[config.mk]
export PLATFORM = sky130hd
export DESIGN_NAME = gray_bin_conv_stream
export DESIGN_NICKNAME = d
export VERILOG_FILES = /design/src/rtl/gray_bin_pkg.sv /design/src/rtl/gray_bin_conv_stream_gray2bin.sv /design/src/rtl/gray_bin_conv_stream.sv
export SDC_FILE = /design/constraint.sdc
export NUM_CORES = 1
export LEC_CHECK = 0
export CAP_MARGIN = 30
export CORE_ASPECT_RATIO = 2
export CORE_UTILIZATION = 30
export CTS_CLUSTER_SIZE = 14
export DETAILED_ROUTE_END_ITERATION = 12
export PLACE_DENSITY = 0.59
export SLEW_MARGIN = 15
export SYNTH_ARGS = -nofsm -noshare
export SYNTH_HDL_FRONTEND = slang
export SYNTH_HIERARCHICAL = 1
export SYNTH_SLANG_ARGS = --single-unit
[constraint.sdc]
create_clock -name clk_in -period 2.44 [get_ports clk_in]
set_input_delay 0.366 -clock clk_in [delete_from_list [all_inputs] [get_ports clk_in]]
set_output_delay 0.366 -clock clk_in [all_outputs]
set_load 0.01 [all_outputs]
[src/rtl/gray_bin_pkg.sv]
// gray_bin_pkg: shared mode encodings and FIFO depth for gray_bin_conv_stream
package gray_bin_pkg;
  localparam logic MODE_G2B = 1'b0;
  localparam logic MODE_B2G = 1'b1;
  localparam int FIFO_DEPTH = 2;
endpackage

[src/rtl/gray_bin_conv_stream_gray2bin.sv]
// gray2bin_comb: pure combinational Gray->binary conversion
// ports: gray (WIDTH) in, bin (WIDTH) out
module gray2bin_comb #(
  parameter int WIDTH = 8
) (
  input  logic [WIDTH-1:0] gray,
  output logic [WIDTH-1:0] bin
);
  // each binary bit is the xor of all Gray bits at or above it
  for (genvar i = 0; i < WIDTH; i++) begin : g_bit
    assign bin[i] = ^gray[WIDTH-1:i];
  end
endmodule

[src/rtl/gray_bin_conv_stream.sv]
// gray_bin_conv_stream: streaming Gray<->binary converter with 2-entry output FIFO
// ports: clk_in, rst_in (sync, active-high); in_valid_in/in_ready_out/in_data_in/in_mode_in
// input stream; out_valid_out/out_ready_in/out_data_out/out_mode_out/out_step_err_out output
// stream. Define GRAY_STEP_CHECK_EN to flag mode-0 beats that are not a single Gray step.
module gray_bin_conv_stream
  import gray_bin_pkg::*;
#(
  parameter int WIDTH = 8
) (
  input  logic             clk_in,
  input  logic             rst_in,
  input  logic             in_valid_in,
  output logic             in_ready_out,
  input  logic [WIDTH-1:0] in_data_in,
  input  logic             in_mode_in,
  output logic             out_valid_out,
  input  logic             out_ready_in,
  output logic [WIDTH-1:0] out_data_out,
  output logic             out_mode_out,
  output logic             out_step_err_out
);
  logic [WIDTH-1:0] mem_data [FIFO_DEPTH];
  logic             mem_mode [FIFO_DEPTH];
  logic             mem_err  [FIFO_DEPTH];
  logic             wr_ptr, rd_ptr;
  logic [1:0]       count, count_nxt;
  logic [WIDTH-1:0] g2b;
  logic             push, pop, step_err;
  gray2bin_comb #(.WIDTH(WIDTH)) u_g2b (.gray(in_data_in), .bin(g2b));
  assign push      = in_valid_in && in_ready_out;
  assign pop       = out_valid_out && out_ready_in;
  assign count_nxt = count + 2'(push) - 2'(pop);
  assign out_valid_out    = count != 2'd0;
  assign out_data_out     = mem_data[rd_ptr];
  assign out_mode_out     = mem_mode[rd_ptr];
  assign out_step_err_out = mem_err[rd_ptr];
  always_ff @(posedge clk_in) begin
    if (rst_in) begin
      count        <= '0;
      wr_ptr       <= 1'b0;
      rd_ptr       <= 1'b0;
      in_ready_out <= 1'b1;
      for (int k = 0; k < FIFO_DEPTH; k++) begin
        mem_data[k] <= '0;
        mem_mode[k] <= 1'b0;
        mem_err[k]  <= 1'b0;
      end
    end else begin
      count        <= count_nxt;
      in_ready_out <= count_nxt != 2'd2;
      if (push) begin
        mem_data[wr_ptr] <= in_mode_in == MODE_B2G ? in_data_in ^ (in_data_in >> 1) : g2b;
        mem_mode[wr_ptr] <= in_mode_in;
        mem_err[wr_ptr]  <= step_err;
        wr_ptr           <= ~wr_ptr;
      end
      if (pop) rd_ptr <= ~rd_ptr;
    end
  end
`ifdef GRAY_STEP_CHECK_EN
  logic [WIDTH-1:0] prev_gray;
  logic             has_prev;
  // only Gray-input beats are step-checked; a repeat (distance 0) counts as an error
  assign step_err = in_mode_in == MODE_G2B && has_prev && $countones(in_data_in ^ prev_gray) != 1;
  always_ff @(posedge clk_in) begin
    if (rst_in) begin
      prev_gray <= '0;
      has_prev  <= 1'b0;
    end else if (push && in_mode_in == MODE_G2B) begin
      prev_gray <= in_data_in;
      has_prev  <= 1'b1;
    end
  end
`else
  assign step_err = 1'b0;
`endif
endmodule

==> results.md, run 1 <==
- Outcome: complete, no violations
- Avg Cell Area, Syn: 12.14 um^2
- Combinational group share of total power: between 30% and 40%
- CP Class: input port to register
- Die Area: roughly 0.0046 mm^2
- Wire length per cell: 11.61 um
- Syn_nets: between 100 and 150
- Critical Path End Type: register
- DRT antenna net count: 0
- Rows: 33
- CP top delay family: XOR/XNOR gates
- Largest family of logic cells by synthesized area: XOR/XNOR gates
- Sw Pwr: 0.3853 mW
- Largest net degree at the start of global routing: 14
- Post-Route Skew: roughly 0.0028 ns
- Final WL: ~2100 um
- Share of layout cells above drive strength 1: 15.91%
- Area grow syn2layout: 26.20%
- Synth Flop Type: edfxtp_1
- DRC: 0
- Post-CTS Setup Inserts: 0
- Crit path largest cell delay: between 0.4 and 0.5 ns
- VDD IR-drop max: between 0.4 and 0.5 mV
- Max-slew violation count: 0
- IO buf count: 23
- DR pass1 iterations: 4
- Max-slew headroom: between 30 and 40%
- Final Cycle Share: between 80% and 90%
- Top-area cell type share of the netlist area: about two fifths
- Clk_lat worst skew: roughly 0.26 ns
- Post-synthesis async set-or-reset flop share: 0%
- Initial DRC Count: 12
- Reg power frac: around 44%
- P_int: ~0.94 mW
- H-tree levels: 1
- Yosys reg bits: 24
- Clk root buf: clkbuf_8
- All-Layer GR Usage: a little over a tenth
- Sw Share: between 20 and 30%
- Unique cell type count in the Yosys netlist: 29
- Post-synthesis simple-gate area fraction: between 10% and 20%
- Sequential area share after synthesis: ~51%
- Commonest cells in the netlist: 21 x nor2_1, 18 x edfxtp_1, 14 x xor2_1
- Slowest-stage cell, CP: clkdlybuf4s50_1
- Initial antenna violation count: 0
- CTS tree: yes
- RSZ-0062 raised after global routing: no
- Crit path arrival time: roughly 2.1 ns
- Mapped cell area: roughly 0.0013 mm^2
- Worst path bufs/invs: 1
- Via/cell ratio: approximately 4.4
- FMAX: between 0.4 and 0.5 GHz
- Synth warn: 6
- PD cells: 811.4 mW/mm^2
- Worst hold path type: register to register
- Clock power share: between 15 and 20%
- Post-Synth Adder-Cell Area: less than 1%
- TNS Setup: 0 ns
- HPWL Detailed: 1724 um
- Critical Path RT: approximately 2.5 ns
- Maximum clock path buffer count: 2
- Crit path cell chain: clkdlybuf4s50_1 -> xor3_2 -> xnor3_2 -> xor2_1 -> mux2i_1 -> nor2_1
- Die height: roughly 95 um
- Diodes inserted: 0
- Cells after Synth: ~110
- Clock tree sinks: 24
- Overall power: ~1.3 mW
- Post_cts resized: 0
- Worst setup SP type: input port
- GP Congestion: ~0.68
- Min cycle time layout: 2.114 ns
- Endpoints failing setup: 0
- Num CTS Buffers: 3
- Synth area leader: edfxtp_1
- Max-Cap Viols: 0
- Reg clk slew, reported paths: around 0.08 ns
- CP Max Fanout: 3
- Initial Utilization: between 30% and 40%
- Global-route wire length before repair: 3726 um
- Compound-Gate Fraction of Synth Area: 2.794%
- Top cells by area, synth: edfxtp_1 42%, xor2_1 9.4%, dfxtp_1 9.2%, mux2_2 7.8%, mux2i_1 6.2%
- Post-synthesis mux area share: between 10 and 15%
- Measured slew at the worst slew-check pin: about 0.9 ns
- Grt total ovfl: 0
- Vias in the first global route: between 800 and 900
- Nets: roughly 150
- Final Hold Viols: 0
- XOR/XNOR Fraction of Synth Area: approximately 16%
- Via count: between 800 and 900
- Ports: 25
- Number of synthesized flops with an enable pin: 18
- Placeable Area: 0.004129 mm^2
- Hold-fix buffers, CTS: 0
- Lkg Pwr: 0.6580 nW
- Die width: approximately 49 um
- Count leader, synth: nor2_1
state kept, by name, indices dropped and copies added, names as in the netlist, named ones only:
| name | flops |
|---|---|
| count | 2 |
| in_ready_out | 1 |
| mem_mode | 2 |
| wr_ptr | 1 |
| mem_data | 16 |
| rd_ptr | 1 |
placed cells by master (no fill, tap or decap), types with 3 or more instances in the layout:
| cell | n |
|---|---|
| nor2_1 | 21 |
| mux2i_1 | 8 |
| dfxtp_1 | 6 |
| buf_4 | 4 |
| mux2_2 | 9 |
| clkdlybuf4s50_1 | 23 |
| xor2_1 | 14 |
| edfxtp_1 | 18 |
| clkbuf_8 | 3 |
metal layers:
metal  track usage (%)  wire length [um]  vias up
met2             20.19              1223       20
met4             5.147                36        0
li1                  -                 -      417
met3             1.276                75        4
met5                 0                 0        -
met1             11.28               801      370
cell type report:
type                    instances  area, um^2
well taps                      52       65.06
inverters                       1       3.754
clock buffers                   3       41.29
multi-input cells              76       604.3
flip-flops and latches         24       660.6
repair buffers                 27       260.3
fillers                       424        2490
clock inverters                 1       3.754
power groups by stage:
stage | clock, mW | combinational [mW] | sequential, mW
after floorplan | 0 | 0.330 | 0.570
after global placement | 0 | 0.517 | 0.596
after detailed placement | 0 | 0.525 | 0.600
after CTS | 0.232 | 0.526 | 0.593
after global routing | 0.250 | 0.565 | 0.604
final | 0.225 | 0.516 | 0.589
worst paths after layout:
path | from | end | slack [ns] | depth (start not counted)
max | in_data_in[7] | mem_data[0][1] | 0.33 | 6
min | rd_ptr | rd_ptr | 0.51 | 2
max reg2reg | count[1] | in_ready_out | 0.54 | 5
min reg2reg | rd_ptr | rd_ptr | 0.51 | 2
cells by family (layout without fill, tap and decap cells):
kind of cell | Yosys count | after routing
AO/OA/AOI/OAI | 5 | 5
XOR/XNOR | 19 | 19
adder cells (fa/ha/maj) | 1 | 1
buffers and inverters | 7 | 32
flip-flops | 24 | 24
multiplexers | 17 | 17
other | 1 | 1
AND/OR/NAND/NOR | 33 | 33
worst min-delay path: cells and delay by family (launching register included):
kind,cells,cell delay [ns]
flip-flops,1,0.33
XOR/XNOR,1,0.08
AND/OR/NAND/NOR,1,0.07
metrics by stage:
| stage | cell area, um^2 | cells | setup WS, ns | hold slack (ns) | utilization, % |
|---|---|---|---|---|---|
| after CTS | 1639 | 184 | 0.3010 | 0.5216 | 39.70 |
| after global placement | 1594 | 180 | 0.05751 | 0.4923 | 38.61 |
| final | 1639 | 184 | 0.3256 | 0.5148 | 39.70 |
| after floorplan | 1299 | 107 | 0.5932 | 0.4725 | - |
| after detailed placement | 1594 | 180 | 0.02726 | 0.4943 | 38.61 |
| after global routing | 1639 | 184 | 0.2612 | 0.5792 | 39.70 |
(Power assumes the default switching activity.)
==> run 2: changes to the inputs <==
- SETUP_SLACK_MARGIN: unset -> 0.02
==> results of run 2 <==
Final layout, timing and power as in run 1 (identical DEF).
==> run 3: changes to the inputs <==
- RECOVER_POWER: unset -> 25
- TNS_END_PERCENT: unset -> 1
- clock period: 2.44 -> 2.65 ns (I/O delays scaled with it)
==> run 3 against run 2 <==
Against the previous run: critical path type unchanged; worst hold slack improved by 0.012 ns; flip-flop and latch count stayed put; sequential power down 8.1%; design area rose by 0.23%; die area is the same.
==> results.md, run 3 (synthesized netlist as in run 1, its figures left out) <==
- Max reg flops: 16
- Global-route wire length before repair: 3622 um
- Reg power frac: 44.2%
- CP top delay family: XOR/XNOR gates
- Biggest registers after layout: mem_data (16), count (2), mem_mode (2)
- DRC: 0
- Max-Cap Viols: 0
- Critical Path RT: about 2.7 ns
- Biggest register: mem_data
- Final WL: 2155 um
- P_int: a little under 0.9 mW
- Critical Path End Type: register
- Post-CTS Setup Inserts: 0
- Sw Pwr: approximately 0.36 mW
- Sw Share: 29.10%
- Largest net degree at the start of global routing: 14
- Initial antenna violation count: 0
- Clk_lat worst skew: around 0.26 ns
- Final Hold Viols: 0
- Nets: roughly 150
- Via count: 830
- CP Max Fanout: 3
- Crit path arrival time: around 2.2 ns
- IO buf count: 23
- Final Cycle Share: 81.10%
- Grt total ovfl: 0
- Rows: 33
- Fillcell total: 420
- Crit path cell chain: clkdlybuf4s50_1 -> xor3_2 -> xnor3_2 -> xor2_1 -> mux2i_1 -> nor2_1
- Hold-fix buffers, CTS: 0
- CP Class: input port to register
- HPWL Detailed: between 1500 and 2000 um
- Worst R2R Start: count[1]
- Placeable Area: about 0.0041 mm^2
- Max-slew headroom: between 60% and 70%
- Clock tree sinks: 24
- Worst path bufs/invs: 1
- Die Area: 0.004612 mm^2
- FF-to-FF path depth: 5
- Worst setup SP type: input port
- TNS Setup: 0 ns
- Num CTS Buffers: 3
- RSZ-0062 raised after global routing: no
- Min cycle time layout: approximately 2.1 ns
- Diodes inserted: 0
- Final hold slack: between 0.5 and 0.6 ns
- Crit path largest cell delay: 0.47 ns
- CTS tree: yes
- Leading cell type in the layout, fill and taps excluded: nor2_1
- Clk root buf: clkbuf_8
- H-tree levels: 1
- Ports: 25
- Footprint of the multi-input gates: about 600 um^2
- Lkg Pwr: between 0.6 and 0.7 nW
- Maximum clock path buffer count: 2
- DP Worst Slack: ~0.20 ns
- PD cells: roughly 750 mW/mm^2
- FMAX: between 0.4 and 0.5 GHz
- All-Layer GR Usage: about a tenth
- Outcome: complete, no violations
- Via/cell ratio: 4.486
- Measured slew at the worst slew-check pin: 0.5462 ns
- DR pass1 iterations: 4
- Max-slew violation count: 0
- Endpoints failing setup: 0
- Wire length per cell: around 12 um
- Hold Path End: rd_ptr
- Post_cts resized: 0
- Vias in the first global route: 819
- Final worst setup slack: approximately 0.5 ns
- Combinational group share of total power: between 30% and 40%
- Hold Startpoint: rd_ptr
- Initial DRC Count: 7
- Initial Utilization: roughly a third
- GP Congestion: 0.6927
- Area grow syn2layout: 26.49%
- Clock power share: around 17%
- Die width: around 49 um
- Reg2reg setup slack: 0.76 ns
- Post-Route Skew: ~0.0026 ns
- Hold Path Depth: 2
- VDD IR-drop max: 0.3261 mV
- Slowest-stage cell, CP: clkdlybuf4s50_1
- DRT antenna net count: 0
- Commonest non-fill, non-tap cells in the layout: 21 x nor2_1, 20 x clkdlybuf4s50_1, 18 x edfxtp_1, 14 x xor2_1, 9 x mux2_2
- Worst Setup SP: in_data_in[7]
- Worst hold path type: register to register
- Reg2reg end: in_ready_out
- Sequential Area: between 600 and 700 um^2
- Final core utilization: 39.79%
- Share of layout cells above drive strength 1: ~16%
- Die height: 95.05 um
- Reg clk slew, reported paths: around 0.080 ns
run 3: worst max path at each step:
| stage | to | depth (start not counted) | slack (ns) |
|---|---|---|---|
| after floorplan | mem_data[1][1] | 5 | 0.77 |
| after global placement | mem_data[0][1] | 6 | 0.22 |
| after detailed placement | mem_data[1][1] | 6 | 0.20 |
| after CTS | mem_data[1][1] | 6 | 0.48 |
| after global routing | in_ready_out | 6 | 0.42 |
| final | mem_data[1][1] | 6 | 0.50 |
run 3: tightest hold or removal path, cell delays in order (launching register included):
cell and delay [ns]:
dfxtp_1 0.34, xor2_1 0.08, nor2_1 0.08
run 3: layer usage:
layer  up-vias  global-route usage, %  wire (um)
li1        419                      -          -
met1       387                  10.28        756
met2        20                  20.42       1287
met3         4                  1.435         77
met4         0                  4.412         34
met5         -                      0          0
run 3: area by class of cell:
class	instances	share of cell area (%)
flip-flops and latches	24	40.21
repair buffers	28	16.07
clock buffers	3	2.513
clock inverters	1	0.2285
inverters	1	0.2285
well taps	52	3.960
multi-input cells	76	36.79
run 3: per-stage QoR:
| stage | power [mW] | instances | cell area (um^2) |
|---|---|---|---|
| 2_1_floorplan | 0.8286 | 107 | 1299 |
| 3_3_place_gp | 1.024 | 181 | 1602 |
| 3_5_place_dp | 1.040 | 181 | 1602 |
| 4_1_cts | 1.246 | 185 | 1647 |
| 5_1_grt | 1.305 | 185 | 1643 |
| 6_report | 1.225 | 185 | 1643 |
run 3: power by group through the flow:
stage          combinational [mW]  clock (mW)  sequential [mW]
2_1_floorplan               0.304           0            0.525
3_3_place_gp                0.476           0            0.548
3_5_place_dp                0.488           0            0.553
4_1_cts                     0.488       0.214            0.544
5_1_grt                     0.522       0.229            0.553
6_report                    0.474       0.209            0.541
